[config.mk]
export PLATFORM = sky130hd
export DESIGN_NAME = mem_arbiter
export DESIGN_NICKNAME = d
export VERILOG_FILES = /design/src/rtl/mem_arbiter_pkg.sv /design/src/rtl/mem_arbiter_rr_arb2.sv /design/src/rtl/mem_arbiter.sv
export SDC_FILE = /design/constraint.sdc
export NUM_CORES = 1
export LEC_CHECK = 0
export ABC_AREA = 1
export CAP_MARGIN = 40
export CORE_MARGIN = 2
export CORE_UTILIZATION = 36
export CTS_CLUSTER_SIZE = 14
export DETAILED_ROUTE_END_ITERATION = 7
export PLACE_DENSITY = 0.76
export SLEW_MARGIN = 25
export SYNTH_ARGS = -nofsm -noshare
export SYNTH_HDL_FRONTEND = slang
export SYNTH_SLANG_ARGS = --single-unit
[constraint.sdc]
create_clock -name clk -period 3.8 [get_ports clk]
set_clock_uncertainty 0.2 [all_clocks]
set_input_delay 0.76 -clock clk [delete_from_list [all_inputs] [get_ports clk]]
set_output_delay 0.76 -clock clk [all_outputs]
set_load 0.05 [all_outputs]
[src/rtl/mem_arbiter_pkg.sv]
// Shared types for the data-memory arbiter: the 32-bit word type, memory bus
// command/result structs, arbiter state encoding and byte-mask legality.
package Common;
  typedef logic [31:0] uint32;
endpackage

package MemoryBus;
  import Common::*;

  localparam int NREQ_MAX = 2;

  typedef struct packed {
    uint32      address;
    uint32      write_data;
    logic       mem_read;
    logic       mem_write;
    logic [3:0] mask_byte;
  } Cmd;

  typedef struct packed {
    uint32 read_data;
  } Result;

  typedef enum logic [1:0] {
    IDLE,
    ISSUE,
    RESP
  } ArbState;

  // Bytes, aligned halfwords and the full word are the only legal lane sets.
  function automatic logic mask_ok(input logic [3:0] mask_byte);
    case (mask_byte)
      4'h1, 4'h2, 4'h4, 4'h8, 4'h3, 4'hC, 4'hF: return 1'b1;
      default:                                  return 1'b0;
    endcase
  endfunction

  function automatic logic cmd_ok(input Cmd cmd);
    return mask_ok(cmd.mask_byte) && !(cmd.mem_read && cmd.mem_write);
  endfunction
endpackage

[src/rtl/mem_arbiter_rr_arb2.sv]
// Two-way round-robin pick: on a conflict the requester that did not win
// last time gets the grant.
module rr_arb2 (
  input  logic [1:0] valid,
  input  logic       last_grant,
  output logic       grant,
  output logic       any_valid
);
  always_comb begin
    any_valid = |valid;
    if (&valid) grant = ~last_grant;
    else        grant = valid[1];
  end
endmodule

[src/rtl/mem_arbiter.sv]
// Arbitrates two requesters onto the single data-memory port, issuing one
// access at a time and holding a registered response until it is consumed.
module mem_arbiter
  import Common::*;
  import MemoryBus::*;
#(
  parameter int NREQ = 2
) (
  input  logic            clk,
  input  logic            rst,
  input  logic [NREQ-1:0] req_valid,
  input  Cmd              req_cmd [NREQ],
  output logic [NREQ-1:0] req_ready,
  output logic [NREQ-1:0] resp_valid,
  input  logic [NREQ-1:0] resp_ready,
  output uint32           resp_data,
  output logic            resp_err,
  output Cmd              mem_cmd,
  input  Result           mem_res
);
  ArbState         state_q, state_d;
  logic            gnt_q, gnt_d;
  logic            last_grant_q, last_grant_d;
  logic            err_q, err_d;
  Cmd              mem_cmd_q, mem_cmd_d;
  logic [NREQ-1:0] resp_valid_q, resp_valid_d;
  uint32           resp_data_q, resp_data_d;
  logic            resp_err_q, resp_err_d;
  logic            win;
  logic            any_valid;

  rr_arb2 u_rr_arb2 (
    .valid      (req_valid),
    .last_grant (last_grant_q),
    .grant      (win),
    .any_valid  (any_valid)
  );

  // mem_cmd is loaded at accept time so the port is driven exactly during
  // ISSUE; an illegal command simply leaves it idle.
  always_comb begin
    state_d      = state_q;
    gnt_d        = gnt_q;
    last_grant_d = last_grant_q;
    err_d        = err_q;
    mem_cmd_d    = mem_cmd_q;
    resp_valid_d = resp_valid_q;
    resp_data_d  = resp_data_q;
    resp_err_d   = resp_err_q;
    req_ready    = '0;
    case (state_q)
      IDLE: begin
        if (any_valid) begin
          req_ready[win] = 1'b1;
          gnt_d          = win;
          last_grant_d   = win;
          err_d          = !cmd_ok(req_cmd[win]);
          mem_cmd_d      = cmd_ok(req_cmd[win]) ? req_cmd[win] : '0;
          state_d        = ISSUE;
        end
      end
      ISSUE: begin
        resp_data_d         = mem_cmd_q.mem_read ? mem_res.read_data : '0;
        resp_err_d          = err_q;
        resp_valid_d        = '0;
        resp_valid_d[gnt_q] = 1'b1;
        mem_cmd_d           = '0;
        state_d             = RESP;
      end
      RESP: begin
        if (resp_ready[gnt_q]) begin
          resp_valid_d = '0;
          state_d      = IDLE;
        end
      end
      default: state_d = IDLE;
    endcase
  end

  always_ff @(posedge clk or posedge rst) begin
    if (rst) begin
      state_q      <= IDLE;
      gnt_q        <= 1'b0;
      last_grant_q <= 1'b1;
      err_q        <= 1'b0;
      mem_cmd_q    <= '0;
      resp_valid_q <= '0;
      resp_data_q  <= '0;
      resp_err_q   <= 1'b0;
    end else begin
      state_q      <= state_d;
      gnt_q        <= gnt_d;
      last_grant_q <= last_grant_d;
      err_q        <= err_d;
      mem_cmd_q    <= mem_cmd_d;
      resp_valid_q <= resp_valid_d;
      resp_data_q  <= resp_data_d;
      resp_err_q   <= resp_err_d;
    end
  end

  assign mem_cmd    = mem_cmd_q;
  assign resp_valid = resp_valid_q;
  assign resp_data  = resp_data_q;
  assign resp_err   = resp_err_q;
endmodule

# Word-level counts from Yosys, hierarchy flattened
# Index checks and enable logic that the tools add are counted.
dict set report word_totals {
  word_cells 69
  in_bits 178
  ff_bits 110
}
dict set report classes {
  muxes 23
  n_bitwise 2
  n_eq_ne 11
  order_cmp 5
  n_reduce_logical 16
}
# operator count
set op_table {}
lappend op_table {{70-bit 2-to-1 mux} 5}
lappend op_table {{70-bit case mux with 2 select lines} 1}
lappend op_table {{32-bit 2-to-1 mux} 1}
lappend op_table {{4-bit equality test, second input constant} 3}
lappend op_table {{2-bit AND reduction} 5}
lappend op_table {{4-bit by 2-bit equality test with 1-bit output, second input constant} 2}
lappend op_table {{1-bit 2-to-1 mux} 8}
lappend op_table {{2-bit 2-to-1 mux} 4}
lappend op_table {{7-bit OR reduction} 1}
lappend op_table {{2-bit case mux with 3 select lines} 1}
lappend op_table {{4-bit by 1-bit equality test with 1-bit output, second input constant} 1}
lappend op_table {{4-bit by 3-bit equality test with 1-bit output, second input constant} 1}
lappend op_table {{1-bit logical AND} 4}
lappend op_table {{1-bit by 2-bit < comparator with 1-bit output, second input constant} 2}
lappend op_table {{2-bit != test, second input constant} 2}
lappend op_table {{2-bit case mux with 2 select lines} 1}
lappend op_table {{2-bit nonzero test} 2}
lappend op_table {{1-bit demux with 1-bit select} 2}
lappend op_table {{2-bit by 1-bit equality test with 1-bit output, second input constant} 1}
lappend op_table {{2-bit equality test, second input constant} 1}
lappend op_table {{1-bit greater-or-equal comparator, second input constant} 2}
lappend op_table {{2-bit greater-or-equal comparator, second input constant} 1}
lappend op_table {{1-bit zero test} 2}
lappend op_table {{2-bit zero test} 1}
lappend op_table {{other kinds (3)} 3}

# Longest topological paths before layout
dict set report logic_depth {
  depth_word 15
  mapped_depth 11
  depth_no_buf 10
}

# Cells and area by module
# Synthesis repeated with hierarchy kept, for this count alone.
dict set report hier_totals {
  hier_cells 730
  area_unflattened_um2 5283.8
}
# module seq_area_each_um2 area_each_um2 instances cells_per_inst
set by_module_without_submodules {}
lappend by_module_without_submodules {mem_arbiter 2753.9 5268.8 1 727}
lappend by_module_without_submodules {rr_arb2 0.0 15.0 1 3}

# Worst setup path before layout
# No wires, ideal clock.
dict set report synth_path {
  path_type {input-to-output}
  from {in req_valid[1]}
  to {out req_ready[0]}
  arrival_time_ps 1930
  n_path_buf 2
  stages 5
  path_slack_ps 910
  cell_sequence {buf_2 nand2_4 inv_1 clkbuf_1 nor2_1}
}
dict set report synth_via {
  elab_chain_len 8
  word_cells_on_any_way 10
}
# item line
set synth_lines {}
lappend synth_lines {{start, declared} mem_arbiter.sv:11} ;# input logic [NREQ-1:0] req_valid,
lappend synth_lines {{2-bit AND reduction} mem_arbiter_rr_arb2.sv:11} ;# if (&valid) grant = ~last_grant;
lappend synth_lines {{1-bit 2-to-1 mux} mem_arbiter_rr_arb2.sv:11}
lappend synth_lines {{1-bit by 2-bit < comparator with 1-bit output (implied by the code) / 1-bit greater-or-equal comparator (equally long branches)} mem_arbiter.sv:54} ;# req_ready[win] = 1'b1;
lappend synth_lines {{1-bit logical AND (implied by the code)} mem_arbiter.sv:54}
lappend synth_lines {{1-bit 2-to-1 mux (implied by the code)} mem_arbiter.sv:54}
lappend synth_lines {{1-bit demux with 1-bit select} mem_arbiter.sv:54}
lappend synth_lines {{2-bit 2-to-1 mux *} mem_arbiter.sv:53} ;# if (any_valid) begin
lappend synth_lines {{2-bit 2-to-1 mux *} mem_arbiter.sv:51} ;# case (state_q)
lappend synth_lines {{end, declared} mem_arbiter.sv:13} ;# output logic [NREQ-1:0] req_ready,
# Every way passes the cells marked *; elsewhere a longest branch is shown, timed or not.

# Worst setup path in the final report
dict set report layout_path {
  from {in req_valid[1]}
  to {out req_ready[1]}
}
# Same word-level chain as after synthesis.

==> impl_metrics.env <==
export IMPL_timing_rr_end="mem_cmd[24]"
export IMPL_chipWidth_um=126
export IMPL_swShare=0.501
export IMPL_routed_via_count=5514
export IMPL_rrSetupSlack_ns=1.48
export IMPL_syn_nets=906
export IMPL_maxCapViolations=0
export IMPL_drtIter0Drc=333
export IMPL_critPathArrivalTime_ns=2.11
export IMPL_fin_crit_ns=3.07
export IMPL_drive_gt1_frac=0.0424
export IMPL_ys_ff_latch=110
export IMPL_clk_path_buf_depth=2
export IMPL_placed_cell_area_mm2=0.00830
export IMPL_routed_wl_um=16900
export IMPL_postCtsSetupBuffers=0
export IMPL_synth_cell_type_count=18
export IMPL_synthFlopType="dfrtp_1"
export IMPL_p_leak_uw=0.00439
export IMPL_netlist_instances=728
export IMPL_required_ns=2.84
export IMPL_setup_worst_path_class="in2out"
export IMPL_async_reset_ff_frac=1.00
export IMPL_antenna_left=0
export IMPL_cts_sinks=110
export IMPL_clockPowerShare=0.146
export IMPL_yosys_top_cells_count="nand2_1 (424), dfrtp_1 (109), nand3_1 (107)"
export IMPL_antenna_cells=0
export IMPL_tns_ns=0
export IMPL_period_share=0.809
export IMPL_nets=1164
export IMPL_pwr_density_cell_mw_per_mm2=782
export IMPL_grt_max_degree=111
export IMPL_tightest_slew_ns=0.662
export IMPL_cp_start_kind="primary input"
export IMPL_stdcell_area_mm2=0.00860
export IMPL_ys_seq_area_frac=0.515
export IMPL_hold_viol_final=0
export IMPL_syn_avg_cell_area_um2=7.34
export IMPL_hold_buffers=0
export IMPL_rows=44
export IMPL_fin_cells=1175
export IMPL_gp_congestion=0.809
export IMPL_cts_tree="done"
export IMPL_relSlewSlack=0.558
export IMPL_clk_latency_ns=0.35
export IMPL_route_detailed_drc=0
export IMPL_fp_dieArea_mm2=0.0158
export IMPL_cts_root_buf="clkbuf_16"
export IMPL_synth_area_mm2=0.00535
export IMPL_yosys_area_top_type="dfrtp_1"
export IMPL_sequentialPowerShare=0.274
export IMPL_io_buffers=284
export IMPL_rr_worst_depth=11
export IMPL_synth_edf_count=0
export IMPL_fmax_mhz=325
export IMPL_htreeDepth=3
export IMPL_p_sw_uw=3370
export IMPL_grt_pass1_vias=5350
export IMPL_path_clk_slew_ns=0.07
export IMPL_holdPathStages=2
export IMPL_antenna_found_initial=0
export IMPL_vias_per_cell=4.69
export IMPL_yosysTopAreaCellShare=0.510
export IMPL_ys_top_cells_by_area="dfrtp_1 (51%), nand2_1 (30%), nand3_1 (10%)"
export IMPL_area_delta_synth_final_pct=60.9
export IMPL_overflow=0
export IMPL_fin_total_pwr_uw=6730
export IMPL_num_io_pins=285
export IMPL_comb_power_share=0.580
export IMPL_finalMaxSlewViolations=0
export IMPL_p_int_uw=3350
export IMPL_synth_most_common_cell="nand2_1"
export IMPL_grt_pass1_wl_um=27300
export IMPL_place_inst=1159
export IMPL_grt_setup_unrepaired="false"
export IMPL_dp_hpwl_um=12000
export IMPL_setup_violations_final=0
export IMPL_grt_usage=0.215
export IMPL_numCtsBuffers=9
export IMPL_cts_resized=0
export IMPL_fp_coreArea_mm2=0.0145
export IMPL_peakVddDrop_uv=315
export IMPL_path_max_fanout=22
export IMPL_ys_warn_count=0
export IMPL_start_util=0.368
export IMPL_end_kind="output port"
export IMPL_status="complete, no violations"
export IMPL_rr_startpoint="last_grant_q"
export IMPL_hold_path_end="resp_err"
export IMPL_dr_pass1_iters=4
export IMPL_die_h_um=126
export IMPL_min_delay_start="resp_err"
export IMPL_avgRoutedWirePerCell_um=14.4
export IMPL_hold_path_class="reg2reg"
## worst max path at each step
stage / from / to / slack [ns] / depth (start not counted)
after floorplan: req_valid[1] / req_ready[0] / 0.91 / 5
after global placement: req_valid[1] / mem_cmd[68] / 0.72 / 10
after detailed placement: req_valid[1] / mem_cmd[20] / 0.66 / 10
after CTS: req_valid[1] / req_ready[1] / 0.72 / 4
after global routing: req_valid[1] / req_ready[1] / 0.63 / 4
final: req_valid[1] / req_ready[1] / 0.73 / 4
## cell usage in the layout (no fill, tap or decap), types with 2 or more instances in the layout
cell type / instances
o21ai_0: 2
nor2_1: 7
dfrtp_1: 109
clkdlybuf4s50_1: 282
inv_1: 12
inv_2: 5
buf_12: 5
nand2_4: 2
clkinvlp_4: 2
nand3b_1: 3
a21oi_1: 3
nand2_1: 424
inv_6: 2
nor2_2: 2
buf_4: 6
nand3_1: 107
clkbuf_16: 9
nor2_4: 2
## state kept, by name, summed over array words and instances, names as in the netlist
register,cells
resp_err,1
state_q,2
last_grant_q,1
resp_valid,2
err_q,1
resp_data,32
gnt_q,1
mem_cmd,70
## critical path, stage by stage
cell and delay (ns):
clkdlybuf4s50_1 0.67, nand2_4 0.23, nor2_1 0.27, buf_12 0.17
## layout make-up
class	count	area [µm²]
fillers	1332	5930
repair buffers	293	2970
flip-flops and latches	110	2750
multi-input cells	554	2270
clock buffers	10	239
well taps	184	230
inverters	18	71.3
clock inverters	6	68.8
## layer usage
metal,wire length [µm],share of wire,GRT usage,vias up
met2,8260,0.49,0.366,218
met3,1290,0.076,0.0561,19
met5,0,0,0,-
li1,-,-,-,2773
met1,7110,0.42,0.270,2504
met4,293,0.017,0.0679,0
## cell families after synthesis
group / after synthesis / share of synthesized area
simple gates: 548 / 0.419
buf+inv: 64 / 0.0597
flops: 110 / 0.515
compound gates: 6 / 0.00632
## power groups by stage
stage	clock (µW)	sequential, µW	combinational (µW)
5_1_grt	1050	1900	4160
4_1_cts	1000	1850	3950
2_1_floorplan	0	3290	1090
3_3_place_gp	0	1850	3910
3_5_place_dp	0	1850	3940
6_report	979	1840	3900
## through the flow
stage	utilization	worst slack [ns]	hold WS, ns
6_report	0.592	0.725	0.278
5_1_grt	0.592	0.628	0.290
4_1_cts	0.592	0.720	0.278
3_5_place_dp	0.571	0.665	0.259
3_3_place_gp	0.571	0.724	0.254
2_1_floorplan	-	0.910	0.240
(Power assumes the default switching activity.)
